`src/rtl/proc_ctrl_pkg.sv`:
```
// rtl/proc_ctrl_pkg.sv - shared types and helpers for the bus-processor control unit
package proc_ctrl_pkg;

  typedef enum logic [2:0] {
    OP_MV   = 3'b000,
    OP_MVI  = 3'b001,
    OP_ADD  = 3'b010,
    OP_SUB  = 3'b011,
    OP_AND  = 3'b100,
    OP_MVNZ = 3'b101,
    OP_IL6  = 3'b110,
    OP_IL7  = 3'b111
  } op_t;

  typedef enum logic [1:0] {
    IDLE = 2'd0,
    EXEC = 2'd1,
    ALU2 = 2'd2,
    ALU3 = 2'd3
  } state_t;

  typedef enum logic [1:0] {
    ADD = 2'b00,
    SUB = 2'b01,
    AND = 2'b10
  } alu_op_t;

  // Opcodes that take the three-cycle A/G path through the ALU.
  function automatic logic is_alu(op_t op);
    return (op == OP_ADD) || (op == OP_SUB) || (op == OP_AND);
  endfunction

  // ALU control for the ALU2 cycle; non-ALU opcodes map to add.
  function automatic alu_op_t alu_code(op_t op);
    case (op)
      OP_SUB:  return SUB;
      OP_AND:  return AND;
      default: return ADD;
    endcase
  endfunction

endpackage

```
`src/rtl/proc_ctrl_fsm_if.sv`:
```
// rtl/proc_ctrl_fsm_if.sv - controller/datapath signal bundle
interface proc_ctrl_fsm_if #(
  parameter int W    = 9,
  parameter int NREG = 8
);
  logic            run;
  logic [W-1:0]    DIN;
  logic            gnz;
  logic [NREG-1:0] Rin;
  logic [NREG-1:0] Rout;
  logic            Gout;
  logic            DINout;
  logic            IRin;
  logic            Ain;
  logic            Gin;
  logic [1:0]      AluOp;
  logic            Done;
  logic            Illegal;

  modport master (
    input  run, DIN, gnz,
    output Rin, Rout, Gout, DINout, IRin, Ain, Gin, AluOp, Done, Illegal
  );

  modport slave (
    output run, DIN, gnz,
    input  Rin, Rout, Gout, DINout, IRin, Ain, Gin, AluOp, Done, Illegal
  );
endinterface

```
`src/rtl/reg_sel_decoder.sv`:
```
// rtl/reg_sel_decoder.sv - register-number to one-hot enable decoder
module reg_sel_decoder #(
  parameter  int NREG = 8,
  localparam int RW   = $clog2(NREG)
) (
  input  logic [RW-1:0]   sel,
  input  logic            en,
  output logic [NREG-1:0] onehot
);

  // Single bit set at the selected register, nothing when disabled.
  always_comb begin
    onehot = '0;
    if (en) onehot[sel] = 1'b1;
  end

endmodule

```
`src/rtl/proc_ctrl_fsm.sv`:
```
// rtl/proc_ctrl_fsm.sv - instruction register and bus sequencer for the bus processor
module proc_ctrl_fsm
  import proc_ctrl_pkg::*;
#(
  parameter int W    = 9,
  parameter int NREG = 8
) (
  input logic clk,
  input logic rst,
  proc_ctrl_fsm_if.master bus
);

  localparam int RW = $clog2(NREG);

  state_t        state_reg, state_next;
  logic [W-1:0]  ir;
  op_t           op;
  logic [RW-1:0] x, y;

  logic          ir_in;
  logic          rin_en, rout_en, rout_use_x;
  logic [RW-1:0] rout_sel;
  logic          ir_unused;

  assign op = op_t'(ir[W-1:W-3]);
  assign x  = ir[2*RW-1:RW];
  assign y  = ir[RW-1:0];
  // Middle IR bits between the opcode and X are don't-care.
  assign ir_unused = ^ir;

  // Rout normally follows Y; only the first ALU cycle reads X into A.
  assign rout_sel  = rout_use_x ? x : y;
  assign bus.IRin  = ir_in;

  reg_sel_decoder #(.NREG(NREG)) u_rin_dec (
    .sel    (x),
    .en     (rin_en),
    .onehot (bus.Rin)
  );

  reg_sel_decoder #(.NREG(NREG)) u_rout_dec (
    .sel    (rout_sel),
    .en     (rout_en),
    .onehot (bus.Rout)
  );

  // State register; reset aborts any instruction in flight.
  always_ff @(posedge clk) begin
    if (rst) state_reg <= IDLE;
    else     state_reg <= state_next;
  end

  // Instruction register, captured in the run-accept cycle.
  always_ff @(posedge clk) begin
    if (rst)        ir <= '0;
    else if (ir_in) ir <= bus.DIN;
  end

  // Next-state: single-cycle opcodes return straight to IDLE.
  always_comb begin
    state_next = IDLE;
    case (state_reg)
      IDLE:    state_next = bus.run ? EXEC : IDLE;
      EXEC:    state_next = is_alu(op) ? ALU2 : IDLE;
      ALU2:    state_next = ALU3;
      ALU3:    state_next = IDLE;
      default: state_next = IDLE;
    endcase
  end

  // Output decode from state and IR; everything held low during reset.
  always_comb begin
    ir_in       = 1'b0;
    rin_en      = 1'b0;
    rout_en     = 1'b0;
    rout_use_x  = 1'b0;
    bus.Gout    = 1'b0;
    bus.DINout  = 1'b0;
    bus.Ain     = 1'b0;
    bus.Gin     = 1'b0;
    bus.AluOp   = ADD;
    bus.Done    = 1'b0;
    bus.Illegal = 1'b0;
    if (!rst) begin
      case (state_reg)
        IDLE: ir_in = bus.run;
        EXEC: begin
          case (op)
            OP_MV: begin
              rout_en  = 1'b1;
              rin_en   = 1'b1;
              bus.Done = 1'b1;
            end
            OP_MVI: begin
              bus.DINout = 1'b1;
              rin_en     = 1'b1;
              bus.Done   = 1'b1;
            end
            OP_ADD, OP_SUB, OP_AND: begin
              rout_en    = 1'b1;
              rout_use_x = 1'b1;
              bus.Ain    = 1'b1;
            end
            OP_MVNZ: begin
              rout_en  = bus.gnz;
              rin_en   = bus.gnz;
              bus.Done = 1'b1;
            end
            default: begin
              bus.Done    = 1'b1;
              bus.Illegal = 1'b1;
            end
          endcase
        end
        ALU2: begin
          rout_en   = 1'b1;
          bus.Gin   = 1'b1;
          bus.AluOp = alu_code(op);
        end
        ALU3: begin
          bus.Gout = 1'b1;
          rin_en   = 1'b1;
          bus.Done = 1'b1;
        end
        default: ;
      endcase
    end
  end

endmodule

```
`src/flat_wrapper.sv`:
```
// flat-port wrapper written by rule: the top's interface ports become plain ports
module proc_ctrl_fsm_flat import proc_ctrl_pkg::*;
#(
  parameter int W    = 9,
  parameter int NREG = 8
)
  (clk, rst, bus_run, bus_DIN, bus_gnz, bus_Rin, bus_Rout, bus_Gout, bus_DINout, bus_IRin, bus_Ain, bus_Gin, bus_AluOp, bus_Done, bus_Illegal);
  proc_ctrl_fsm_if #(.W(W), .NREG(NREG)) bus_i ();
  input logic clk;
  input logic rst;
  input wire logic [$bits(bus_i.run)-1:0] bus_run;
  input wire logic [$bits(bus_i.DIN)-1:0] bus_DIN;
  input wire logic [$bits(bus_i.gnz)-1:0] bus_gnz;
  output wire logic [$bits(bus_i.Rin)-1:0] bus_Rin;
  output wire logic [$bits(bus_i.Rout)-1:0] bus_Rout;
  output wire logic [$bits(bus_i.Gout)-1:0] bus_Gout;
  output wire logic [$bits(bus_i.DINout)-1:0] bus_DINout;
  output wire logic [$bits(bus_i.IRin)-1:0] bus_IRin;
  output wire logic [$bits(bus_i.Ain)-1:0] bus_Ain;
  output wire logic [$bits(bus_i.Gin)-1:0] bus_Gin;
  output wire logic [$bits(bus_i.AluOp)-1:0] bus_AluOp;
  output wire logic [$bits(bus_i.Done)-1:0] bus_Done;
  output wire logic [$bits(bus_i.Illegal)-1:0] bus_Illegal;
  assign bus_i.run = bus_run;
  assign bus_i.DIN = bus_DIN;
  assign bus_i.gnz = bus_gnz;
  assign bus_Rin = bus_i.Rin;
  assign bus_Rout = bus_i.Rout;
  assign bus_Gout = bus_i.Gout;
  assign bus_DINout = bus_i.DINout;
  assign bus_IRin = bus_i.IRin;
  assign bus_Ain = bus_i.Ain;
  assign bus_Gin = bus_i.Gin;
  assign bus_AluOp = bus_i.AluOp;
  assign bus_Done = bus_i.Done;
  assign bus_Illegal = bus_i.Illegal;
  proc_ctrl_fsm #(.W(W), .NREG(NREG)) u_core (.clk(clk), .rst(rst), .bus(bus_i));
endmodule
```
`config.mk`:
```
export PLATFORM = sky130hd
export DESIGN_NAME = proc_ctrl_fsm_flat
export DESIGN_NICKNAME = d
export VERILOG_FILES = /design/src/rtl/proc_ctrl_pkg.sv /design/src/rtl/proc_ctrl_fsm_if.sv /design/src/rtl/reg_sel_decoder.sv /design/src/rtl/proc_ctrl_fsm.sv /design/src/flat_wrapper.sv
export SDC_FILE = /design/constraint.sdc
export NUM_CORES = 1
export LEC_CHECK = 0
export CORE_AREA = 4 4 41 43
export DETAILED_ROUTE_END_ITERATION = 7
export DIE_AREA = 0 0 45 47
export DONT_BUFFER_PORTS = 1
export PLACE_DENSITY = 0.83
export RECOVER_POWER = 100
export SLEW_MARGIN = 20
export SYNTH_ARGS = -nofsm -noshare
export SYNTH_HDL_FRONTEND = slang
export SYNTH_HIERARCHICAL = 1
export SYNTH_SLANG_ARGS = --single-unit
```
`constraint.sdc`:
```
create_clock -name clk -period 4.75 [get_ports clk]
set_input_delay 0.475 -clock clk [delete_from_list [all_inputs] [get_ports clk]]
set_output_delay 0.475 -clock clk [all_outputs]
set_load 0.05 [all_outputs]
```
* Word level (Yosys, flattened, before mapping)
Cells that the tools add are included.
** Operators by class
- Reductions and logical operators :: 10
- Eq/ne operators :: 8
- Magnitude comparators :: 4
- Mux-type cells :: 37
** Operators with widths (number)
- 1-bit two-way mux :: 22
- 8-bit two-way mux :: 2
- 1-bit one-hot mux with 2 select lines :: 5
- 3-bit by 4-bit < comparator with 1-bit output (second input constant) :: 2
- 2-bit one-hot mux with 4 select lines :: 1
- 1-bit demux with 3-bit select :: 2
- 3-bit by 2-bit == test with 1-bit output (second input constant) :: 2
- 3-bit == test (second input constant) :: 2
- 3-bit by 1-bit >= comparator with 1-bit output (second input constant) :: 2
- 2-bit two-way mux :: 3
- 6-bit OR reduction :: 1
- 2-bit == test (second input constant) :: 2
- 2-bit one-hot mux with 2 select lines :: 1
- 4-bit OR reduction :: 1
- 3-bit by 1-bit == test with 1-bit output (second input constant) :: 1
- 3-bit logical NOT :: 1
- 3-bit two-way mux :: 1
- 3-bit OR reduction :: 1
- 2-bit by 1-bit == test with 1-bit output (second input constant) :: 1
- 1-bit logical AND :: 2
- 2-bit logical NOT :: 1
- 1-bit logical OR :: 2
- 2-bit OR reduction :: 1
** Word-level totals
- Bits of input ports :: 13
- Register bits after elaboration :: 11
- Word-level logic and storage cells :: 61
- Output and inout port bits :: 25

* Depth between registers and ports, before layout
Gate-level depths: netlist of run 1.
- Depth in word-level cells :: 11
- Gate-level depth with buffers :: 6
- Gate-level depth less buffers :: 6

* Modules after synthesis
The synthesis of run 1 kept the hierarchy.
** Modules (own cells, without submodules)
- proc_ctrl_fsm :: cells an instance 81, area an instance 629.4 um^2, seq. area each 220.2 um^2, times used 1
- reg_sel_decoder at u_core.u_rin_dec :: cells an instance 8, area an instance 96.3 um^2, seq. area each 0.0 um^2, times used 1
- reg_sel_decoder at u_core.u_rout_dec :: cells an instance 8, area an instance 95.1 um^2, seq. area each 0.0 um^2, times used 1

* Least setup slack after synthesis of run 1
OpenSTA, ideal clock, no wires.
- Path type :: input -> output
- Start point :: in rst
- End point :: out bus_Rout[0]
- Arrival time :: 2.379 ns
- Data required time :: 4.275 ns
- Stages on the path :: 5
- Path slack :: 1.896 ns
- Buffers on the path :: 1
- Path through :: clkbuf_1 nand2b_1 a21o_1 mux2_4 nor4b_2
** Between the ends
- Longest elaborated chain between the ends :: 7
- Elaborated cells between the ends (all ways) :: 9
- Those cells by class :: order compare: 2; mux: 6; reduce/logical: 1
** RTL lines
- start: declaration :: RTL line flat_wrapper.sv:10 : input logic rst;
- 1-bit two-way mux * :: RTL line proc_ctrl_fsm.sv:84 : if (!rst) begin
- 3-bit two-way mux * :: RTL line proc_ctrl_fsm.sv:32 : assign rout_sel = rout_use_x ? x : y;
- named net u_core.rout_sel[0] :: RTL line proc_ctrl_fsm.sv:22 : logic [RW-1:0] rout_sel;
- 3-bit by 4-bit < comparator with 1-bit output (not written as such) or 3-bit by 1-bit >= comparator with 1-bit output (tied branches) :: RTL line reg_sel_decoder.sv:14 : if (en) onehot[sel] = 1'b1;
- 1-bit logical AND (not written as such) :: RTL line reg_sel_decoder.sv:14
- 1-bit two-way mux (not written as such) :: RTL line reg_sel_decoder.sv:14
- 1-bit demux with 3-bit select * :: RTL line reg_sel_decoder.sv:14
- 8-bit two-way mux * :: RTL line reg_sel_decoder.sv:14
- end: declaration :: RTL line flat_wrapper.sv:15 : output wire logic [$bits(bus_i.Rout)-1:0] bus_Rout;
Mark *: on every way through the listed nets, which the timed path passes. The rest lies on a longest branch.

* Worst setup path after layout of run 1
- Start point :: reg u_core.ir[8]
- End point :: out bus_Rout[0]
** Between the ends
- Longest elaborated chain between the ends :: 11
- Elaborated cells between the ends (all ways) :: 20
- Those cells by class :: order compare: 2; eq/ne: 4; mux: 10; reduce/logical: 4
** RTL lines
- start: declaration :: RTL line proc_ctrl_fsm.sv:16 : logic [W-1:0] ir;
- start signal: assignment :: RTL line proc_ctrl_fsm.sv:56 : else if (ir_in) ir <= bus.DIN;
- 3-bit == test or 3-bit by 2-bit == test with 1-bit output (tied branches) :: RTL line proc_ctrl_fsm.sv:88 : case (op)
- 3-bit OR reduction *
- 1-bit two-way mux * :: RTL line proc_ctrl_fsm.sv:88
- 1-bit two-way mux * :: RTL line proc_ctrl_fsm.sv:85 : case (state_reg)
- 1-bit two-way mux * :: RTL line proc_ctrl_fsm.sv:84
- 3-bit two-way mux * :: RTL line proc_ctrl_fsm.sv:32
- named net u_core.rout_sel[0] :: RTL line proc_ctrl_fsm.sv:22
- 3-bit by 4-bit < comparator with 1-bit output (not written as such) or 3-bit by 1-bit >= comparator with 1-bit output (tied branches) :: RTL line reg_sel_decoder.sv:14
- 1-bit logical AND (not written as such) :: RTL line reg_sel_decoder.sv:14
- 1-bit two-way mux (not written as such) :: RTL line reg_sel_decoder.sv:14
- 1-bit demux with 3-bit select * :: RTL line reg_sel_decoder.sv:14
- 8-bit two-way mux * :: RTL line reg_sel_decoder.sv:14
Marked as above.

==> results.sh, run 1 <==
export IMPL_status="complete, but fails checks"
export IMPL_violations="capacitance limit, slew limit"
export IMPL_max_freq_mhz=299.9
export IMPL_diodes=0
export IMPL_ys_seq_area_frac=0.2683
export IMPL_drc=0
export IMPL_worst_ep_arrival_time_ns=2.86
export IMPL_h_tree_depth=1
export IMPL_avgSynthCellArea_sq_um=8.462
export IMPL_p_per_area_nw_per_um2=241.7
export IMPL_p_leak_nw=0.3624
export IMPL_finish_cell_count_without_fillers=115
export IMPL_hold_class="in2reg"
export IMPL_io_pins=38
export IMPL_routed_wire_length_per_instance_um=15.75
export IMPL_dr_pass1_iters=4
export IMPL_drive_gt1_frac=0.07000
export IMPL_die_area_sq_um=2115
export IMPL_netlist_instances=97
export IMPL_largest_register_ffs=9
export IMPL_insertion_delay_ns=0.27
export IMPL_grt_max_degree=18
export IMPL_met3_usage=0.04981
export IMPL_grt_antenna_before_repair=0
export IMPL_cts_buffers=3
export IMPL_finalSetupViolCount=0
export IMPL_slew_headroom=-0.009104
export IMPL_drtIter0Drc=23
export IMPL_cts_tree="built"
export IMPL_post_dp_hpwl_mm=1.388
export IMPL_drt_wl_total_mm=1.811
export IMPL_gp_congestion=0.9678
export IMPL_finalSetupTns_ns=0
export IMPL_drv_cap=1
export IMPL_grt_pass1_vias=603
export IMPL_grt_util_met1=0.2292
export IMPL_hold_buffers=0
export IMPL_yosysUniqueCellTypes=26
export IMPL_syn_to_final_growth_pct=3.201
export IMPL_finalInstanceArea_sq_um=847.1
export IMPL_met2_usage=0.2571
export IMPL_rows=13
export IMPL_layout_min_cycle_time_ns=3.335
export IMPL_grt_overflow_total=0
export IMPL_start_kind="flip-flop"
export IMPL_root_buffer="clkbuf_4"
export IMPL_ctsResizeCount=0
export IMPL_grt_pass1_wl_mm=2.711
export IMPL_placed_area_sq_um=853.3
export IMPL_busiest_layer="met2"
export IMPL_postCtsSetupRepairBufs=0
export IMPL_vias=711
export IMPL_fin_util=0.6510
export IMPL_ys_ff_latch=11
export IMPL_synth_top_area_frac=0.2683
export IMPL_ant_nets=0
export IMPL_grt_util_all_layers=0.1820
export IMPL_final_common_cell="nand2_1"
export IMPL_final_cell_mix="nand2_1 (21), a21oi_1 (11), dfxtp_1 (11)"
export IMPL_finalMaxSlewViolations=1
export IMPL_syn_nets=114
export IMPL_portBuffers=0
export IMPL_vias_per_cell=6.183
export IMPL_path_class="reg2out"
export IMPL_critPathMaxFanout=8
export IMPL_cts_sinks=11
export IMPL_clockBufferDepth=2
export IMPL_core_area_sq_um=1301
export IMPL_synthTopCellsByArea="dfxtp_1 (27%), nand2_1 (9.6%), and4b_2 (6.9%), a21oi_1 (6.7%), and4bb_2 (6.1%)"
export IMPL_dp_cells=111
export IMPL_period_share=0.7020
export IMPL_clk_pin_slew_worst_paths_ns=0.07
export IMPL_start_util=0.6308
export IMPL_hold_ws_ns=0.2687
export IMPL_hold_violations=0
export IMPL_chipHeight_um=47
export IMPL_synth_top_area_cell="dfxtp_1"
export IMPL_rsz0062_at_grt="no"
export IMPL_ir_worst_vdd_mv=0.1700
export IMPL_required_ns=4.28
export IMPL_final_setup_skew_ns=0.002177
export IMPL_final_nets=118
export IMPL_yosysWarnings=6
export IMPL_die_w_um=45
export IMPL_rr_worst_depth=5
export IMPL_end_kind="output pin"
export IMPL_tightest_slew_ns=1.498
export IMPL_syn_area_sq_um=820.8
export IMPL_hold_depth=1
[critical path: stages, from the launching register on]
cell and delay [ns]:
dfxtp_1 0.45, or3b_1 0.43, a21o_1 0.23, mux2_1 0.42, nor4b_2 1.06
[worst paths after layout]
kind                                                     start                         to  slack (ns)
worst max-delay path                 u_core/ir[8]$_SDFFE_PP0P_                bus_Rout[0]        1.42
worst min-delay path                                       rst  u_core/ir[5]$_SDFFE_PP0P_        0.27
worst max register to register  u_core/state_reg[0]$_SDFF_PP0_  u_core/ir[1]$_SDFFE_PP0P_        3.41
worst min register to register       u_core/ir[0]$_SDFFE_PP0P_  u_core/ir[0]$_SDFFE_PP0P_        0.45
[through the flow]
step / worst slack, ns / power, W
6_report: 1.415 / 0.0002048
3_5_place_dp: 1.790 / 0.0001461
4_1_cts: 1.494 / 0.0002094
5_1_grt: 1.259 / 0.0002184
2_1_floorplan: 1.896 / 0.0001407
3_3_place_gp: 1.879 / 0.0001444
[power breakdown]
part | internal [W] | switching (W)
Clock | 0.0000325 | 0.0000299
Sequential | 0.0000978 | 0.00000794
Combinational | 0.0000129 | 0.0000238
Total | 0.000143 | 0.0000616
[cell type report]
class,instances,area [sq um]
well taps,15,18.77
fillers,121,454.2
repair buffers,3,15.01
flip-flops and latches,11,220.2
clock buffers,4,26.28
multi-input cells,76,544.3
inverters,6,22.52
[metal layers]
layer / wire length [um] / vias to the layer above / part of all wire
li1: - / 359 / -
met1: 788 / 319 / 0.44
met2: 783 / 29 / 0.43
met3: 195 / 4 / 0.11
met4: 44 / 0 / 0.024
met5: 0 / - / 0
[cells by family (layout without fill, tap and decap cells)]
group           count (synthesis)  count (layout)  share of synthesized area
flops                          11              11                     0.2683
buf+inv                        10              13                    0.04572
compound gates                 17              17                     0.1220
simple gates                   51              51                     0.4360
mux                             4               4                    0.06707
fa+ha+maj                       4               4                    0.06098
[synth_stat cells (all sizes together)]
cell,instances
dfxtp,11
mux2,3
nor4,1
ha,4
nand2b,5
o21ai,1
o311ai,1
a311oi,1
inv,6
nor2,3
a21o,1
a21oi,11
and4,2
nand2,21
and2,2
a21boi,1
mux2i,1
or3b,1
nor4b,2
and4bb,6
clkbuf,4
o31ai,1
nor3,1
and4b,7
No activity file was read; power rests on OpenSTA's default activity.
==> run 2, diff against run 1 <==
- CORE_AREA: 4 4 41 43 -> unset
- CORE_MARGIN: unset -> 4
- CORE_UTILIZATION: unset -> 54
- DIE_AREA: 0 0 45 47 -> unset
- PLACE_DENSITY: 0.83 -> 0.78
- clock period: 4.75 -> 2.8 ns (I/O delays scaled with it)
==> run 2 against run 1 <==
Compared with the run above:
- sequential share of layout area shrank 1.1 points
- flip-flop and latch count is the same
- combinational power grew 81%
- critical path depth is the same
- largest power group unchanged
- clock power grew 70%
- register-to-register slack lost 2.0 ns
- cell count grew 4.3%
- routed wire length grew 3.9%
- the run now ends clean
- first-iteration DRC count shrank 57%
- highest routed layer unchanged
- worst setup slack lost 1.3 ns
- global-route usage grew 0.52 points
- clock-buffer cell count is the same
==> results.sh, run 2 (synthesized netlist as in run 1, its figures left out) <==
export IMPL_period_share=0.9486
export IMPL_final_cell_mix="nand2_1 (21), a21oi_1 (11), dfxtp_1 (11)"
export IMPL_drt_wl_total_mm=1.882
export IMPL_critPathMaxFanout=8
export IMPL_cts_sinks=11
export IMPL_finalSetupViolCount=0
export IMPL_final_setup_skew_ns=0.004083
export IMPL_ir_worst_vdd_mv=0.4041
export IMPL_drtIter0Drc=10
export IMPL_ctsResizeCount=0
export IMPL_io_pins=38
export IMPL_grt_pass1_vias=636
export IMPL_rows=13
export IMPL_postCtsSetupRepairBufs=0
export IMPL_worst_ep_arrival_time_ns=2.38
export IMPL_busiest_layer="met2"
export IMPL_clockBufferDepth=2
export IMPL_finalSetupTns_ns=0
export IMPL_layout_min_cycle_time_ns=2.656
export IMPL_path_class="reg2out"
export IMPL_diodes=0
export IMPL_grt_overflow_total=0
export IMPL_syn_to_final_growth_pct=7.927
export IMPL_post_dp_hpwl_mm=1.453
export IMPL_hold_buffers=0
export IMPL_grt_util_all_layers=0.1873
export IMPL_finalMaxSlewViolations=0
export IMPL_finish_cell_count_without_fillers=120
export IMPL_dp_slack_ns=0.4563
export IMPL_slew_headroom=0.5800
export IMPL_vias=749
export IMPL_ant_nets=0
export IMPL_status="completed"
export IMPL_fill_cells=135
export IMPL_end_kind="output pin"
export IMPL_start_kind="flip-flop"
export IMPL_h_tree_depth=1
export IMPL_largest_register_ffs=9
export IMPL_cts_buffers=3
export IMPL_grt_pass1_wl_mm=2.884
export IMPL_met2_usage=0.2873
export IMPL_reg2reg_to="u_core/ir[2]$_SDFFE_PP0P_"
export IMPL_drv_cap=0
export IMPL_hold_violations=0
export IMPL_portBuffers=0
export IMPL_root_buffer="clkbuf_4"
export IMPL_p_leak_nw=0.3695
export IMPL_rsz0062_at_grt="no"
export IMPL_hold_class="in2reg"
export IMPL_hold_depth=1
export IMPL_grt_util_met1=0.2248
export IMPL_path_cells="or3b_1, a21o_1, mux2_4, and4bb_1"
export IMPL_cts_tree="built"
export IMPL_final_nets=123
export IMPL_core_area_sq_um=1366
export IMPL_r2r_start="u_core/state_reg[0]$_SDFF_PP0_"
export IMPL_die_w_um=46.99
export IMPL_gp_congestion=0.9930
export IMPL_tightest_slew_ns=0.6246
export IMPL_final_setup_worst_slack_ns=0.1440
export IMPL_grt_antenna_before_repair=0
export IMPL_insertion_delay_ns=0.26
export IMPL_fin_total_pwr_w=0.0003518
export IMPL_min_delay_start="rst"
export IMPL_hold_ws_ns=0.07421
export IMPL_drc=0
export IMPL_grt_max_degree=18
export IMPL_p_per_area_nw_per_um2=397.1
export IMPL_drive_gt1_frac=0.1714
export IMPL_dp_cells=116
export IMPL_required_ns=2.52
export IMPL_vias_per_cell=6.242
export IMPL_cp_startpoint="u_core/ir[8]$_SDFFE_PP0P_"
export IMPL_chipHeight_um=46.99
export IMPL_dr_pass1_iters=4
export IMPL_rr_worst_depth=5
export IMPL_die_area_sq_um=2208
export IMPL_start_util=0.6007
export IMPL_max_freq_mhz=376.5
export IMPL_critPathSlowestCell="and4bb_1"
export IMPL_r2r_slack_ns=1.43
export IMPL_routed_wire_length_per_instance_um=15.68
export IMPL_cp_endpoint="bus_Rout[2]"
export IMPL_cpPeakStageDelay_ns=0.61
export IMPL_final_common_cell="nand2_1"
export IMPL_clk_pin_slew_worst_paths_ns=0.07
export IMPL_met3_usage=0.04981
[run 2: power by group]
group	internal (W)	switching, W	total [W]	leakage [nW]
clock	0.0000551	0.0000504	0.000106	0.0150
sequential	0.000166	0.0000142	0.000180	0.0903
combinational	0.0000245	0.0000417	0.0000662	0.264
total	0.000245	0.000106	0.000352	0.370
[run 2: worst min path at each step]
| stage | to | slack (ns) |
|---|---|---|
| floorplan | u_core/ir[0]$_SDFFE_PP0P_ | 0.42 |
| global placement | u_core/state_reg[0]$_SDFF_PP0_ | 0.35 |
| detailed placement | u_core/ir[0]$_SDFFE_PP0P_ | 0.35 |
| CTS | u_core/ir[0]$_SDFFE_PP0P_ | 0.07 |
| global route | u_core/state_reg[0]$_SDFF_PP0_ | 0.06 |
| finish | u_core/ir[7]$_SDFFE_PP0P_ | 0.07 |
[run 2: per-layer routing]
metal / routed length [um] / share of wire
met1: 798 / 0.42
met5: 0 / 0
met2: 857 / 0.46
met3: 181 / 0.096
met4: 46 / 0.024
[run 2: stage by stage]
step | area [sq um] | utilization
after floorplan | 820.8 | -
after global placement | 890.9 | 0.6520
after detailed placement | 890.9 | 0.6520
after CTS | 917.1 | 0.6712
after global routing | 885.9 | 0.6484
final | 885.9 | 0.6484
[run 2: area by class of cell]
type | count | area (sq um) | share of cell area
inverter | 6 | 22.52 | 0.02542
clock buffer | 4 | 26.28 | 0.02966
sequential | 11 | 220.2 | 0.2486
tap | 15 | 18.77 | 0.02119
timing repair buffer | 8 | 35.03 | 0.03955
multi-input combinational | 76 | 563.0 | 0.6356
[run 2: critical path: cells and delay by family, from the launching register on]
family / cells / cell delay (ns)
compound gates: 1 / 0.25
flops: 1 / 0.45
mux: 1 / 0.36
simple gates: 2 / 1.05
